`src/rtl/mmio_bridge_mc_pkg.sv`:
```
// Shared types and default address map for the multi-cycle MMIO bridge.
// Holds the FSM state encoding and the priority decode helper.
package mmio_bridge_pkg;

    typedef enum logic [1:0] {
        IDLE = 2'd0,
        BUSY = 2'd1,
        RESP = 2'd2,
        ERR  = 2'd3
    } state_t;

    localparam int MAX_DEV = 8;
    localparam int TBL_W   = MAX_DEV * 32;

    localparam logic [31:0] DM_BASE  = 32'h0000_0000;
    localparam logic [31:0] DM_MASK  = 32'hffff_c000;
    localparam logic [31:0] TC0_BASE = 32'h0000_7f00;
    localparam logic [31:0] TC0_MASK = 32'hffff_fff0;
    localparam logic [31:0] TC1_BASE = 32'h0000_7f10;
    localparam logic [31:0] TC1_MASK = 32'hffff_fff0;

    typedef struct packed {
        logic       hit;
        logic [2:0] idx;
    } dec_t;

    // Walks from the top entry down so the lowest matching index is the last write.
    function automatic dec_t match_table(input logic [31:0]      addr,
                                         input logic [TBL_W-1:0] base,
                                         input logic [TBL_W-1:0] mask,
                                         input int               num);
        dec_t r;
        r = '0;
        for (int i = MAX_DEV - 1; i >= 0; i--) begin
            if (i < num && (addr & mask[i*32 +: 32]) == base[i*32 +: 32]) begin
                r.hit = 1'b1;
                r.idx = 3'(i);
            end
        end
        return r;
    endfunction

endpackage

```
`src/rtl/mmio_bridge_mc_if.sv`:
```
// CPU-side and device-side bus bundles for the MMIO bridge.
// Handshake: the CPU holds cpu_req and all request fields until the one-cycle cpu_ready pulse; targets answer with a one-cycle dev_ack while selected.
interface mmio_cpu_if #(parameter int DW = 32);
    logic            cpu_req;
    logic [31:0]     cpu_addr;
    logic [DW-1:0]   cpu_wdata;
    logic [DW/8-1:0] cpu_byteen;
    logic [DW-1:0]   cpu_rdata;
    logic            cpu_ready;
    logic            cpu_err;

    modport master (output cpu_req, cpu_addr, cpu_wdata, cpu_byteen,
                    input  cpu_rdata, cpu_ready, cpu_err);
    modport slave  (input  cpu_req, cpu_addr, cpu_wdata, cpu_byteen,
                    output cpu_rdata, cpu_ready, cpu_err);
endinterface

interface mmio_dev_if #(parameter int NUM_DEV = 3, parameter int DW = 32);
    logic [NUM_DEV-1:0]    dev_sel;
    logic [31:0]           dev_addr;
    logic [DW-1:0]         dev_wdata;
    logic [DW/8-1:0]       dev_byteen;
    logic                  dev_we;
    logic [NUM_DEV*DW-1:0] dev_rdata;
    logic [NUM_DEV-1:0]    dev_ack;

    modport master (output dev_sel, dev_addr, dev_wdata, dev_byteen, dev_we,
                    input  dev_rdata, dev_ack);
    modport slave  (input  dev_sel, dev_addr, dev_wdata, dev_byteen, dev_we,
                    output dev_rdata, dev_ack);
endinterface

```
`src/rtl/mmio_bridge_mc_decode.sv`:
```
// Combinational base/mask address decoder; lowest matching index wins.
module mmio_addr_decode
    import mmio_bridge_pkg::*;
#(
    parameter int                   NUM_DEV  = 3,
    parameter logic [NUM_DEV*32-1:0] DEV_BASE = {TC1_BASE, TC0_BASE, DM_BASE},
    parameter logic [NUM_DEV*32-1:0] DEV_MASK = {TC1_MASK, TC0_MASK, DM_MASK}
) (
    input  logic [31:0] addr_i,
    output logic        hit_o,
    output logic [2:0]  idx_o
);

    localparam logic [TBL_W-1:0] BASE_EXT = TBL_W'(DEV_BASE);
    localparam logic [TBL_W-1:0] MASK_EXT = TBL_W'(DEV_MASK);

    dec_t dec;

    always_comb begin
        dec   = match_table(addr_i, BASE_EXT, MASK_EXT, NUM_DEV);
        hit_o = dec.hit;
        idx_o = dec.idx;
    end

endmodule

```
`src/rtl/mmio_bridge_mc.sv`:
```
// Multi-cycle CPU data-bus bridge: decodes one request, holds it on the device bus until ack.
// Optional no-ack timeout is enabled with BRIDGE_TIMEOUT_EN.
module mmio_bridge_mc
    import mmio_bridge_pkg::*;
#(
    parameter int                    NUM_DEV  = 3,
    parameter int                    DW       = 32,
    parameter logic [NUM_DEV*32-1:0] DEV_BASE = {TC1_BASE, TC0_BASE, DM_BASE},
    parameter logic [NUM_DEV*32-1:0] DEV_MASK = {TC1_MASK, TC0_MASK, DM_MASK},
    parameter int                    TIMEOUT  = 16
) (
    input  logic              clk,
    input  logic              reset_n,
    mmio_cpu_if.slave         cpu,
    mmio_dev_if.master        dev,
    output state_t            state_o
);

    if (NUM_DEV < 1 || NUM_DEV > MAX_DEV || TIMEOUT < 2) begin : g_param_check
        $error("mmio_bridge_mc: parameter out of range");
    end

    state_t             state_q, state_d;
    logic [31:0]        addr_q, addr_d;
    logic [DW-1:0]      wdata_q, wdata_d;
    logic [DW/8-1:0]    be_q, be_d;
    logic [2:0]         idx_q, idx_d;
    logic [DW-1:0]      rdata_q, rdata_d;

    logic               dec_hit;
    logic [2:0]         dec_idx;
    logic [NUM_DEV-1:0] sel_vec;
    logic [DW-1:0]      sel_rdata;
    logic               ack_hit;

    mmio_addr_decode #(
        .NUM_DEV  (NUM_DEV),
        .DEV_BASE (DEV_BASE),
        .DEV_MASK (DEV_MASK)
    ) u_decode (
        .addr_i (cpu.cpu_addr),
        .hit_o  (dec_hit),
        .idx_o  (dec_idx)
    );

    assign sel_vec = NUM_DEV'(1) << idx_q;
    assign ack_hit = |(dev.dev_ack & sel_vec);

    always_comb begin
        sel_rdata = '0;
        for (int i = 0; i < NUM_DEV; i++) begin
            if (sel_vec[i]) sel_rdata = sel_rdata | dev.dev_rdata[i*DW +: DW];
        end
    end

`ifdef BRIDGE_TIMEOUT_EN
    localparam int CW = $clog2(TIMEOUT) + 1;
    logic [CW-1:0] cnt_q, cnt_d, cnt_inc;
    logic          timed_out;

    // Saturating count of BUSY cycles; the check looks at the post-increment value.
    assign cnt_inc   = (&cnt_q) ? cnt_q : cnt_q + CW'(1);
    assign timed_out = (cnt_inc >= CW'(TIMEOUT - 1));

    always_ff @(posedge clk or negedge reset_n) begin
        if (!reset_n) cnt_q <= '0;
        else          cnt_q <= cnt_d;
    end
`endif

    always_ff @(posedge clk or negedge reset_n) begin
        if (!reset_n) begin
            state_q <= IDLE;
            addr_q  <= '0;
            wdata_q <= '0;
            be_q    <= '0;
            idx_q   <= '0;
            rdata_q <= '0;
        end else begin
            state_q <= state_d;
            addr_q  <= addr_d;
            wdata_q <= wdata_d;
            be_q    <= be_d;
            idx_q   <= idx_d;
            rdata_q <= rdata_d;
        end
    end

    always_comb begin
        state_d = state_q;
        addr_d  = addr_q;
        wdata_d = wdata_q;
        be_d    = be_q;
        idx_d   = idx_q;
        rdata_d = rdata_q;
`ifdef BRIDGE_TIMEOUT_EN
        cnt_d   = cnt_q;
`endif
        unique case (state_q)
            IDLE: begin
                if (cpu.cpu_req) begin
                    addr_d  = cpu.cpu_addr;
                    wdata_d = cpu.cpu_wdata;
                    be_d    = cpu.cpu_byteen;
                    idx_d   = dec_idx;
                    rdata_d = '0;
                    state_d = dec_hit ? BUSY : ERR;
`ifdef BRIDGE_TIMEOUT_EN
                    cnt_d   = '0;
`endif
                end
            end
            BUSY: begin
`ifdef BRIDGE_TIMEOUT_EN
                cnt_d = cnt_inc;
`endif
                if (ack_hit) begin
                    // Writes return zero data.
                    rdata_d = (|be_q) ? '0 : sel_rdata;
                    state_d = RESP;
                end
`ifdef BRIDGE_TIMEOUT_EN
                else if (timed_out) begin
                    state_d = ERR;
                end
`endif
            end
            RESP:    state_d = IDLE;
            ERR:     state_d = IDLE;
            default: state_d = IDLE;
        endcase
    end

    assign cpu.cpu_ready  = (state_q == RESP) || (state_q == ERR);
    assign cpu.cpu_err    = (state_q == ERR);
    assign cpu.cpu_rdata  = (state_q == RESP) ? rdata_q : '0;

    assign dev.dev_sel    = (state_q == BUSY) ? sel_vec : '0;
    assign dev.dev_addr   = addr_q;
    assign dev.dev_wdata  = wdata_q;
    assign dev.dev_byteen = be_q;
    assign dev.dev_we     = |be_q;

    assign state_o = state_q;

endmodule

```
`src/flat_wrapper.sv`:
```
// flat-port wrapper written by rule: the top's interface ports become plain ports
module mmio_bridge_mc_flat import mmio_bridge_pkg::*;
#(
    parameter int                    NUM_DEV  = 3,
    parameter int                    DW       = 32,
    parameter logic [NUM_DEV*32-1:0] DEV_BASE = {TC1_BASE, TC0_BASE, DM_BASE},
    parameter logic [NUM_DEV*32-1:0] DEV_MASK = {TC1_MASK, TC0_MASK, DM_MASK},
    parameter int                    TIMEOUT  = 16
)
  (clk, reset_n, state_o, cpu_cpu_req, cpu_cpu_addr, cpu_cpu_wdata, cpu_cpu_byteen, cpu_cpu_rdata, cpu_cpu_ready, cpu_cpu_err, dev_dev_sel, dev_dev_addr, dev_dev_wdata, dev_dev_byteen, dev_dev_we, dev_dev_rdata, dev_dev_ack);
  mmio_cpu_if #(.DW(DW)) cpu_i ();
  mmio_dev_if #(.NUM_DEV(NUM_DEV), .DW(DW)) dev_i ();
  input  logic clk;
  input  logic reset_n;
  output state_t state_o;
  input wire logic [$bits(cpu_i.cpu_req)-1:0] cpu_cpu_req;
  input wire logic [$bits(cpu_i.cpu_addr)-1:0] cpu_cpu_addr;
  input wire logic [$bits(cpu_i.cpu_wdata)-1:0] cpu_cpu_wdata;
  input wire logic [$bits(cpu_i.cpu_byteen)-1:0] cpu_cpu_byteen;
  output wire logic [$bits(cpu_i.cpu_rdata)-1:0] cpu_cpu_rdata;
  output wire logic [$bits(cpu_i.cpu_ready)-1:0] cpu_cpu_ready;
  output wire logic [$bits(cpu_i.cpu_err)-1:0] cpu_cpu_err;
  output wire logic [$bits(dev_i.dev_sel)-1:0] dev_dev_sel;
  output wire logic [$bits(dev_i.dev_addr)-1:0] dev_dev_addr;
  output wire logic [$bits(dev_i.dev_wdata)-1:0] dev_dev_wdata;
  output wire logic [$bits(dev_i.dev_byteen)-1:0] dev_dev_byteen;
  output wire logic [$bits(dev_i.dev_we)-1:0] dev_dev_we;
  input wire logic [$bits(dev_i.dev_rdata)-1:0] dev_dev_rdata;
  input wire logic [$bits(dev_i.dev_ack)-1:0] dev_dev_ack;
  assign cpu_i.cpu_req = cpu_cpu_req;
  assign cpu_i.cpu_addr = cpu_cpu_addr;
  assign cpu_i.cpu_wdata = cpu_cpu_wdata;
  assign cpu_i.cpu_byteen = cpu_cpu_byteen;
  assign cpu_cpu_rdata = cpu_i.cpu_rdata;
  assign cpu_cpu_ready = cpu_i.cpu_ready;
  assign cpu_cpu_err = cpu_i.cpu_err;
  assign dev_dev_sel = dev_i.dev_sel;
  assign dev_dev_addr = dev_i.dev_addr;
  assign dev_dev_wdata = dev_i.dev_wdata;
  assign dev_dev_byteen = dev_i.dev_byteen;
  assign dev_dev_we = dev_i.dev_we;
  assign dev_i.dev_rdata = dev_dev_rdata;
  assign dev_i.dev_ack = dev_dev_ack;
  mmio_bridge_mc #(.NUM_DEV(NUM_DEV), .DW(DW), .DEV_BASE(DEV_BASE), .DEV_MASK(DEV_MASK), .TIMEOUT(TIMEOUT)) u_core (.clk(clk), .reset_n(reset_n), .cpu(cpu_i), .dev(dev_i), .state_o(state_o));
endmodule
```
`config.mk`:
```
export PLATFORM = sky130hd
export DESIGN_NAME = mmio_bridge_mc_flat
export DESIGN_NICKNAME = d
export VERILOG_FILES = /design/src/rtl/mmio_bridge_mc_pkg.sv /design/src/rtl/mmio_bridge_mc_if.sv /design/src/rtl/mmio_bridge_mc_decode.sv /design/src/rtl/mmio_bridge_mc.sv /design/src/flat_wrapper.sv
export SDC_FILE = /design/constraint.sdc
export NUM_CORES = 1
export LEC_CHECK = 0
export CAP_MARGIN = 5
export CORE_UTILIZATION = 36
export DETAILED_ROUTE_END_ITERATION = 8
export HOLD_SLACK_MARGIN = 0.02
export PLACE_DENSITY = 0.76
export SYNTH_ARGS = -nofsm -noshare
export SYNTH_HDL_FRONTEND = slang
export SYNTH_SLANG_ARGS = --single-unit
```
`constraint.sdc`:
```
create_clock -name clk -period 1.8 [get_ports clk]
set_input_delay 0.36 -clock clk [delete_from_list [all_inputs] [get_ports clk]]
set_output_delay 0.36 -clock clk [all_outputs]
set_load 0.03 [all_outputs]
```
======== After elaboration in Yosys (flattened, before gate mapping) ========
Cells that the tools add are included.
storage, ports and cells
  register bits ........................... 105
  logic and storage cells ................. 43
cells by class
  equal/unequal tests ..................... 7
  shifts and indexed selects .............. 1
  multiplexer cells ....................... 16
  bitwise operators ....................... 3
  reduce and logical (&&, ||, !) cells .... 10
operator list
  operator                                                                  count
  32-bit two-way mux                                                        7
  32-bit OR                                                                 2
  32-bit case mux with 2 select lines                                       1
  28-bit by 11-bit equality test with 1-bit output (second input constant)  2
  32-bit zero test                                                          1
  4-bit two-way mux                                                         3
  2-bit two-way mux                                                         3
  2-bit case mux with 3 select lines                                        1
  2-bit equality test (second input constant)                               2
  2-bit AND reduction                                                       2
  4-bit OR reduction                                                        1
  3-bit AND                                                                 1
  3-bit two-way mux                                                         1
  3-bit AND reduction                                                       1
  3-bit OR reduction                                                        1
  1-bit by 3-bit << shifter with 3-bit output (first input constant)        1
  2-bit by 1-bit equality test with 1-bit output (second input constant)    1
  2-bit zero test                                                           1
  2-bit by 1-bit != test with 1-bit output (second input constant)          1
  2-bit != test (second input constant)                                     1
  2-bit nonzero test                                                        1
  2-bit OR reduction                                                        1
  1-bit logical OR                                                          1

======== Depth between registers and ports, before layout ========
  depth after elaboration ................. 9
  mapped depth ............................ 7
  mapped depth without buffers ............ 4

======== Hierarchy ========
A second synthesis with hierarchy kept.
second synthesis, totals
  cells, all modules ...................... 437
  area total of the unflattened synthesis .. 5378.9 um^2
modules (own cells, without submodules)
  module            times used  cells each  area each (um^2)  sequential area each (um^2)
  mmio_bridge_mc    1           418         5247.5            2627.5
  mmio_addr_decode  1           19          131.4             0.0

======== Least setup slack after synthesis ========
Ideal clock, no wire load.
  path kind ............................... reg-to-output
  start point ............................. register u_core.idx_q[0]
  end point ............................... output port dev_dev_sel[2]
  arrival ................................. 1.549 ns
  required time ........................... 1.440 ns
  setup slack ............................. -0.109 ns
  cell stages (with the launch flop) ...... 6
  path through ............................ dfrtp_1 buf_2 nor2b_1 buf_2 clkbuf_1 nor2b_1
on the way
  cells in the longest elaborated chain, start to end .. 2
ends and longest elaborated chain
  item                                         RTL line               source
  start: declaration                           mmio_bridge_mc.sv:27   logic [2:0] idx_q, idx_d;
  start signal: assignment                     mmio_bridge_mc.sv:84   idx_q <= idx_d;
  1-bit by 3-bit << shifter with 3-bit output  mmio_bridge_mc.sv:46   assign sel_vec = NUM_DEV'(1) << idx_q;
  3-bit two-way mux                            mmio_bridge_mc.sv:138  assign dev.dev_sel = (state_q == BUSY) ? sel_vec : '0;
  end: declaration                             flat_wrapper.sv:23     output wire logic [$bits(dev_i.dev_sel)-1:0] dev_dev_sel;
No other way between the ends.

======== Final worst setup path ========
  start point ............................. register u_core.state_q[1], in the netlist u_core.state_o[1]
  end point ............................... output port dev_dev_sel[1]
on the way
  cells in the longest elaborated chain, start to end .. 2
ends and longest elaborated chain
  item                                            RTL line               source
  start: declaration                              mmio_bridge_mc.sv:23   state_t state_q, state_d;
  start signal: assignment                        mmio_bridge_mc.sv:80   state_q <= state_d;
  2-bit by 1-bit equality test with 1-bit output  mmio_bridge_mc.sv:138
  3-bit two-way mux                               mmio_bridge_mc.sv:138
No other way between the ends.

==> impl_metrics.ini <==
[cts]
numCtsBuffers = 9
clock_path_buffers = 2
clk_pin_slew_ps = 80
ctsHtreeMaxLevel = 3
clkLatencyLatePin_ps = 350
clockRootBuffer = clkbuf_16
cts_tree = yes
clock_sinks = 104

[sta]
worst_slew_pin_slew_ps = 421.8
relSlewSlack_pct = 71.99
rsz0062_at_grt = yes
fmax_mhz = 536.4
fin_crit_ps = 1864
drv_slew = 0
final.setup_skew_ps = 8.189
final.setup.tns_ps = -751.2
hold_ws_ps = 414.4
finalSetupViolCount = 47
fin_crit_sh_pct = 103.6
setup_ws_ps = -64.38
hold_viol = 0

[synthesis]
syn_avg_cell_area_um2 = 9.092
yosys_warnings = 0
synth-edff-count = 0
async_reset_ff_share_pct = 100.0
syn_area_mm2 = 0.005210
synth-seq-area-share_pct = 49.95
ys.flop_type = dfrtp_1
synth.distinct_cells = 33
synth_nets = 743
ys_ff_latch = 104
netlist_instances = 573

[pwr]
leakagePower_nw = 4.420
p_per_area_mw_per_mm2 = 1358
vdd_ir_drop_max_v = 0.0009728

[die]
die_x_um = 122.3
core_mm2 = 0.01399
die_y_um = 122.3
dieArea_mm2 = 0.01496
row_count = 43
start_util_pct = 37.25
io_pins = 278

[grt]
grt_usage_pct = 22.90
antenna_found_initial = 0
grt-ovfl-total = 0
grt_max_degree = 57
grt_pass1_wl_um = 26010
grt_pass1_vias = 5138

[run_status]
outcome = finished with violations
violations = negative setup slack

[cells_and_area]
diodes = 0
final_cells = 1050
nNetsFinal = 1035
area_delta_synth_final_pct = 74.93
drive_gt1_share_pct = 22.64
fin_area_mm2 = 0.009114

[worst_setup_path]
reg2reg_setup_slack_ps = -50
critPathLaunchType = flop
critPathLaunch = u_core.state_o[1]
cp_common_cell = buf_6
worstSetupEndpoint = dev_dev_sel[1]
r2r-end = u_core.rdata_q[9]
cp_max_fo = 5
worst_path_max_delay_cell = dfrtp_2
r2r_cells = 6
end_kind = output pin
worstPathArrival_ps = 1500
path_class = reg2out
slowest_delay_ps = 420
path_cells = buf_6 > nand2b_4 > buf_6 > nor3b_2 > buf_4
worst-path-stages = 5
crit_buf_inv = 3
critical-path-top-delay-family = buffers and inverters
r2r_start = u_core.idx_q[0]
required_ps = 1440

[drt]
vias = 5031
drt_iter0_markers = 117
dr.pass1.iters = 4
drc = 0
routed_wl_um = 17410
ant_nets = 0
wl_per_cell_um = 16.58
viasPerCell = 4.791

[place]
placed_cell_area_mm2 = 0.008258
place_congestion = 0.8265
dp.cells = 1017
portBuffers = 277
hpwl_um = 12170

[run]
maxCapViolations = 0

[worst_hold_path]
hp-class = in2async
==> cells by family (layout without fill, tap and decap cells) <==
kind of cell	after synthesis	in the layout	synth area share, %
flip-flops	104	104	49.95
multiplexers	65	65	13.26
AO/OA/AOI/OAI	38	38	5.115
buffers and inverters	39	336	3.866
AND/OR/NAND/NOR	327	327	27.81
==> layer usage <==
layer	global-route usage [%]	vias to the layer above	share of wire (%)
li1	-	2417	-
met1	25.71	2377	38
met2	40.52	221	51
met3	8.504	16	10
met4	6.098	0	1.1
met5	0	-	0
==> repair_timing <==
item	in CTS	in global routing
endpoints found under the setup margin	48	80
resized for setup	98	28
gates cloned	3	2
endpoints found under the hold margin	16	0
buffers inserted	11	1
pin swaps	33	0
hold buffers	1	0
==> state kept, by name, indices dropped and copies added, names as in the netlist <==
signal                 count
u_core.dev.dev_addr       32
u_core.dev.dev_wdata      32
u_core.rdata_q            32
u_core.dev.dev_byteen      4
u_core.idx_q               2
u_core.state_o             2
==> how the worst min path moves through the flow <==
stage | endpoint | slack [ps]
after global placement | u_core.dev.dev_addr[23] | 250
after floorplan | u_core.dev.dev_addr[0] | 60
after CTS | u_core.dev.dev_addr[21] | 410
final | u_core.dev.dev_addr[21] | 410
after global routing | u_core.dev.dev_addr[21] | 450
after detailed placement | u_core.dev.dev_addr[21] | 250
==> power by group <==
part | internal [mW] | total (mW) | switching [mW] | leakage (nW)
logic | 2.94 | 6.68 | 3.74 | 2.93
clock network | 1.11 | 2.03 | 0.919 | 0.154
registers | 3.19 | 3.66 | 0.470 | 1.33
total | 7.24 | 12.4 | 5.13 | 4.42
==> worst register-to-register path: cells and delay by family, from the launching register on <==
kind            cells  cell delay [ps]
buf+inv             2              380
compound gates      2              360
mux                 2              590
flops               1              390
==> stage by stage <==
stage	util (%)	power, mW	setup slack [ps]
2_1_floorplan	-	6.901	-108.8
3_3_place_gp	59.03	9.608	-265.1
3_5_place_dp	59.03	9.731	-271.0
4_1_cts	64.38	12.35	-145.8
5_1_grt	65.15	13.08	-122.2
6_report	65.15	12.37	-64.38
==> placed cells by master, fill, tap and decap left out, drive strengths merged, types with 2 or more instances in the layout <==
master | netlist | routed
dlymetal6s2s | 0 | 18
a21oi | 32 | 32
dfrtp | 104 | 104
nor2b | 3 | 3
or4 | 3 | 3
nor3 | 2 | 2
inv | 1 | 5
o21ai | 3 | 3
and2 | 34 | 34
clkbuf | 23 | 11
nor4 | 3 | 3
nand2b | 2 | 2
mux2i | 33 | 33
nand4 | 2 | 2
mux2 | 32 | 32
clkinv | 0 | 2
clkdlybuf4s50 | 0 | 210
or2 | 33 | 33
buf | 15 | 77
nor2 | 3 | 3
nand2 | 239 | 239
dlygate4sd2 | 0 | 11
==> final cells by class <==
cell class / instances / area [um^2]
clock buffers: 9 / 225.2
clock inverters: 7 / 83.83
fillers: 1109 / 4875
inverters: 1 / 3.754
multi-input cells: 430 / 2566
flip-flops and latches: 104 / 2609
well taps: 180 / 225.2
repair buffers: 319 / 3401
==> cells in the mapped netlist (2+ instances only) <==
cell	instances	area, um^2
a21oi_2	15	131.4
nand2_1	239	897.1
clkbuf_1	22	82.58
buf_4	5	37.54
or2_2	32	200.2
nor4_1	3	18.77
buf_2	4	20.02
and2_1	34	212.7
mux2_2	2	22.52
dfrtp_1	104	2603
o21ai_0	2	10.01
nor3_1	2	10.01
or4_1	2	15.01
nand4_1	2	12.51
buf_1	2	7.510
nor2b_1	3	18.77
mux2i_1	33	330.3
nand2b_1	2	12.51
a21oi_1	17	85.08
buf_6	4	45.04
mux2_1	30	337.8
nor2_1	3	11.26
Power figures use the tool's default switching activity.
